<file path="src/rtl/bitonic_sort_pipe.sv">
// Fully pipelined bitonic sorting network: one compare-exchange column per register stage,
// per-vector ascending/descending mode, sideband tag, and ready/valid backpressure.
module bitonic_sort_pipe #(
    parameter int DATA_W = 8,
    parameter int LOG2N  = 3,
    parameter int SIGNED = 0,
    parameter int TAG_W  = 4
) (
    input  logic                              clk,
    input  logic                              rst,
    input  logic                              in_valid,
    output logic                              in_ready,
    input  logic [(2**LOG2N)*DATA_W-1:0]      in_data,
    input  logic                              in_desc,
    input  logic [TAG_W-1:0]                  in_tag,
    output logic                              out_valid,
    input  logic                              out_ready,
    output logic [(2**LOG2N)*DATA_W-1:0]      out_data,
    output logic                              out_desc,
    output logic [TAG_W-1:0]                  out_tag
);

    localparam int N  = 2 ** LOG2N;
    localparam int S  = (LOG2N * (LOG2N + 32'sd1)) / 32'sd2;
    localparam int VW = N * DATA_W;

    function automatic logic elem_lt(input logic [DATA_W-1:0] a, input logic [DATA_W-1:0] b);
        if (SIGNED != 32'sd0) begin
            return $signed(a) < $signed(b);
        end else begin
            return a < b;
        end
    endfunction

    // One column of the network: lane i pairs with i+j whenever bit j of i is clear.
    function automatic logic [VW-1:0] cas_column(input logic [VW-1:0] v, input logic desc,
                                                 input int k, input int j);
        logic [VW-1:0]     r;
        logic [DATA_W-1:0] a;
        logic [DATA_W-1:0] b;
        logic [DATA_W-1:0] lo;
        logic [DATA_W-1:0] hi;
        r = v;
        for (int i = 32'sd0; i < N; i++) begin
            if ((i & j) == 32'sd0) begin
                a = v[i*DATA_W +: DATA_W];
                b = v[(i+j)*DATA_W +: DATA_W];
                if (elem_lt(b, a)) begin
                    lo = b;
                    hi = a;
                end else begin
                    lo = a;
                    hi = b;
                end
                if (((i & k) == 32'sd0) ^ desc) begin
                    r[i*DATA_W +: DATA_W]     = lo;
                    r[(i+j)*DATA_W +: DATA_W] = hi;
                end else begin
                    r[i*DATA_W +: DATA_W]     = hi;
                    r[(i+j)*DATA_W +: DATA_W] = lo;
                end
            end
        end
        return r;
    endfunction

    // Element 0 of each chain is the input port; element s+1 is the register of stage s.
    logic [VW-1:0]    stage_data_s  [0:S];
    logic             stage_valid_s [0:S];
    logic             stage_desc_s  [0:S];
    logic [TAG_W-1:0] stage_tag_s   [0:S];
    logic             stall_s;

    assign stage_data_s[0]  = in_data;
    assign stage_valid_s[0] = in_valid;
    assign stage_desc_s[0]  = in_desc;
    assign stage_tag_s[0]   = in_tag;

    // Reset dominates the stall so the block reports ready while rst is held low.
    assign stall_s  = stage_valid_s[S] & ~out_ready & rst;
    assign in_ready = ~stall_s;

    assign out_valid = stage_valid_s[S];
    assign out_data  = stage_data_s[S];
    assign out_desc  = stage_desc_s[S];
    assign out_tag   = stage_tag_s[S];

    for (genvar p = 32'sd1; p <= LOG2N; p++) begin : g_merge
        for (genvar q = p; q >= 32'sd1; q--) begin : g_col
            localparam int STG = (p * (p - 32'sd1)) / 32'sd2 + (p - q);
            localparam int K   = 32'sd1 << p;
            localparam int J   = 32'sd1 << (q - 32'sd1);

            logic [VW-1:0]    col_s;
            logic [VW-1:0]    data_r;
            logic             valid_r;
            logic             desc_r;
            logic [TAG_W-1:0] tag_r;

            // Compare-exchange of the vector entering this stage, using that vector's own mode.
            always_comb begin
                col_s = cas_column(stage_data_s[STG], stage_desc_s[STG], K, J);
            end

            // Stage register: clears on reset, holds on stall, otherwise advances (bubbles included).
            always_ff @(posedge clk) begin
                if (!rst) begin
                    valid_r <= 1'b0;
                    data_r  <= '0;
                    desc_r  <= 1'b0;
                    tag_r   <= '0;
                end else if (!stall_s) begin
                    valid_r <= stage_valid_s[STG];
                    data_r  <= col_s;
                    desc_r  <= stage_desc_s[STG];
                    tag_r   <= stage_tag_s[STG];
                end else begin
                    valid_r <= valid_r;
                    data_r  <= data_r;
                    desc_r  <= desc_r;
                    tag_r   <= tag_r;
                end
            end

            assign stage_data_s[STG+1]  = data_r;
            assign stage_valid_s[STG+1] = valid_r;
            assign stage_desc_s[STG+1]  = desc_r;
            assign stage_tag_s[STG+1]   = tag_r;
        end
    end

endmodule
</file>
<file path="config.mk">
export PLATFORM = sky130hd
export DESIGN_NAME = bitonic_sort_pipe
export DESIGN_NICKNAME = d
export VERILOG_FILES = /design/src/rtl/bitonic_sort_pipe.sv
export SDC_FILE = /design/constraint.sdc
export NUM_CORES = 1
export LEC_CHECK = 0
export ABC_CLOCK_PERIOD_IN_PS = 2800
export BUFFER_PORTS_ARGS = -buffer_cell sky130_fd_sc_hd__buf_4
export CAP_MARGIN = 20
export CORE_ASPECT_RATIO = 0.7
export CORE_MARGIN = 5
export CORE_UTILIZATION = 45
export DETAILED_ROUTE_END_ITERATION = 6
export GPL_TIMING_DRIVEN = 0
export SETUP_SLACK_MARGIN = 0.15
export SYNTH_ARGS = -nofsm -noshare
export SYNTH_HDL_FRONTEND = slang
export SYNTH_SLANG_ARGS = --single-unit
</file>
<file path="constraint.sdc">
create_clock -name clk -period 2.8 [get_ports clk]
set_input_delay 0.28 -clock clk [delete_from_list [all_inputs] [get_ports clk]]
set_output_delay 0.28 -clock clk [all_outputs]
set_load 0.02 [all_outputs]
</file>
==> reports/metrics.cfg <==
[timing]
fmax_ghz=0.383
final.setup_skew_ns=0.0321
max_slew_margin_pct=21.3
finalSetupViolCount=0
min_period_ns=2.61
period_share_pct=93.3
finalHoldViolations=0
rsz0062_at_grt=yes
slew_viol_final=0
tightest_slew_ns=1.18
whs_ns=0.0193

[routing]
dr_wl_met2_mm=38.1
wl_met1_mm=47.1
viasPerCell=6.56
drtIter0Drc=3296
antenna_left=0
wire_per_inst_um=24.8
highest_layer=met4
wl_met3_mm=13.3
first_pass_iters=6
drt-total-wl_mm=101
num_vias=26600
drc=0

[critical_path]
crit-reg2reg-launch=g_merge[3].g_col[3].data_r[49]$_SDFFE_PN0N_
r2r_end=g_merge[3].g_col[2].data_r[49]$_SDFFE_PN0N_
rrSetupSlack_ns=0.19
cp.required_ns=3.27
critical_path.startpoint_type=register
crit_path_end_kind=register
cp_max_fo=10
crit_path_start=g_merge[3].g_col[3].data_r[49]$_SDFFE_PN0N_
ff2ff_path_depth=6
criticalPathCategory=reg2reg
arrival_ns=3.08

[synthesis]
yosysSeqAreaShare_pct=32.4
ys_ff_latch=420
syn_area_per_cell_um2=8.52
synth_cell_type_count=23
synthAdderAreaFrac_pct=8.10
synthMuxAreaShare_pct=0
synth_top_family_by_area=compound AO/OA/AOI/OAI gates
synth-compound-area-share_pct=41.3
syn_nets=3288
syn-instance-count=3047
synthesis.area_um2=25900
ys_warn_count=0
synthSimpleGateAreaFrac_pct=9.52
synth_xor_xnor_area_share_pct=0

[clock_tree]
cts_max_path_buffers=3
cts_tree=done
cts_setup_buffers=0
ctsRootBufferMaster=clkbuf_16
clkTransAtPathRegs_ns=0.06
cts.sinks=420
clk_latency_ns=0.61
cts_buffers=46
htree_num_levels=2

[cells_and_area]
areaGrowthSynthToFinish_pct=15.6
final_layout_size_suffix_gt1_share_pct=16.5
fin_nets=3506

[die]
dieHeight_um=211
fp.coreArea_um2=56900
start_util_pct=45.6
dieArea_um2=62600
die_w_um=297
pin_count=144
num_rows=73

[placed_design]
dp_hpwl_mm=77.2
port_buffers=142
place.gp.congestion=0.992

[global_routing]
grt_max_degree=14
overflow=0
grt_pass1_vias=24900
grt_pass1_wl_mm=152
antenna_found_initial=5
grt_usage_pct=30.6

[pwr]
ir_drop_mv=0.507
cellPowerDensity_nw_per_um2=1100
p_leak_nw=10.6
finalPower_w=0.0329

[job]
maxCapViolations=0

[worst_hold_path]
hold_class=in2reg
hp-start=in_data[60]
min_to=g_merge[1].g_col[1].data_r[60]$_SDFFE_PN0N_
hold_path_depth=3

[run_status]
status=complete, no violations

## cells in the mapped netlist (all sizes together)
| library cell | n | share of area [%] |
|---|---|---|
| a211oi | 384 | 16 |
| nand4 | 24 | 0.58 |
| nor2b | 1 | 0.024 |
| nand2b | 25 | 0.60 |
| o21ai | 432 | 8.3 |
| clkbuf | 260 | 3.8 |
| ha | 168 | 8.1 |
| a311oi | 384 | 13 |
| and3 | 24 | 0.58 |
| a21boi | 35 | 1.0 |
| inv | 192 | 2.8 |
| nand3 | 24 | 0.46 |
| a21oi | 72 | 1.4 |
| dfxtp | 420 | 32 |
| o21a | 1 | 0.029 |
| a2111o | 24 | 1.0 |
| buf | 50 | 2.1 |
| nor2 | 384 | 5.6 |
| nand2 | 119 | 1.7 |
| a211o | 24 | 0.81 |
## repair_timing
| item | 4_1_cts | 5_1_grt |
|---|---|---|
| endpoints found under the setup margin | 232 | 125 |
| hold buffers | 27 | 0 |
| resized for setup | 14 | 39 |
| hold endpoints to repair | 32 | 0 |
## worst max-delay path by stage
stage | slack, ns | end
finish | 0.19 | g_merge[3].g_col[2].data_r[49]$_SDFFE_PN0N_
CTS | 0.17 | in_ready
global route | 0.14 | g_merge[3].g_col[2].data_r[49]$_SDFFE_PN0N_
floorplan | 0.73 | g_merge[2].g_col[1].data_r[22]$_SDFFE_PN0N_
global placement | -0.18 | g_merge[1].g_col[1].data_r[1]$_SDFFE_PN0N_
detailed placement | -0.22 | g_merge[1].g_col[1].data_r[1]$_SDFFE_PN0N_
## cells by family (layout without fill, tap and decap cells)
logic type,count (synthesis),in the layout
buffers and inverters,502,758
and+or+nand+nor,601,601
other,0,1
adders and majority gates,168,168
DFF,420,420
AOI/OAI and AO/OA,1356,1356
## critical path, cell delays in order (launching register included)
cell and delay [ns]:
dfxtp_1 0.54, ha_1 0.30, a2111o_1 0.39, a211o_1 0.37, clkbuf_1 0.26, a311oi_1 0.53
a211oi_2 0.06
## state kept, by name (all words and copies together), names as in the netlist
signal                 cells
g_merge.g_col.data_r     320
out_data                  64
g_merge.g_col.tag_r       20
g_merge.g_col.desc_r       5
g_merge.g_col.valid_r      5
out_tag                    4
out_desc                   1
out_valid                  1
## where the power goes
group	switching (W)	internal (W)
Sequential	0.00251	0.00762
Clock	0.00275	0.00419
Combinational	0.00868	0.00717
## cell usage in the layout, fill, tap and decap left out, drive strengths merged, types with 25 or more instances in the layout
cell and instances:
ha 168, dlygate4sd3 27, o21ai 432, a21oi 72
nor2 384, a21boi 35, a211oi 384, a311oi 384
clkbuf 318, inv 194, nand2b 25, dfxtp 420
nand2 119, buf 195
## metrics by stage
stage	util (%)	setup WS (ns)	instances	cell area, um2	setup TNS (ns)
floorplan	-	0.728	3047	25900	0
global placement	49.1	-0.180	3939	28000	-3.11
detailed placement	49.1	-0.219	3940	28000	-3.64
CTS	52.6	0.168	4053	30000	0
global route	52.7	0.141	4053	30000	0
finish	52.7	0.188	4054	30000	0
## final cells by class
class | instances | area (um2)
fill | 5395 | 26900
buffer | 310 | 1560
inverter | 192 | 721
multi-input combinational | 2125 | 15300
timing repair buffer | 170 | 1350
clock inverter | 26 | 402
antenna | 1 | 2.50
tap | 750 | 938
clock buffer | 60 | 1290
sequential | 420 | 8420
## routing by layer
layer | vias to the layer above | global-route usage [%]
met5 | - | 0
met4 | 0 | 6.97
met3 | 179 | 9.06
met2 | 1420 | 41.2
met1 | 12900 | 47.4
li1 | 12100 | -
No activity file was read; power rests on OpenSTA's default activity.
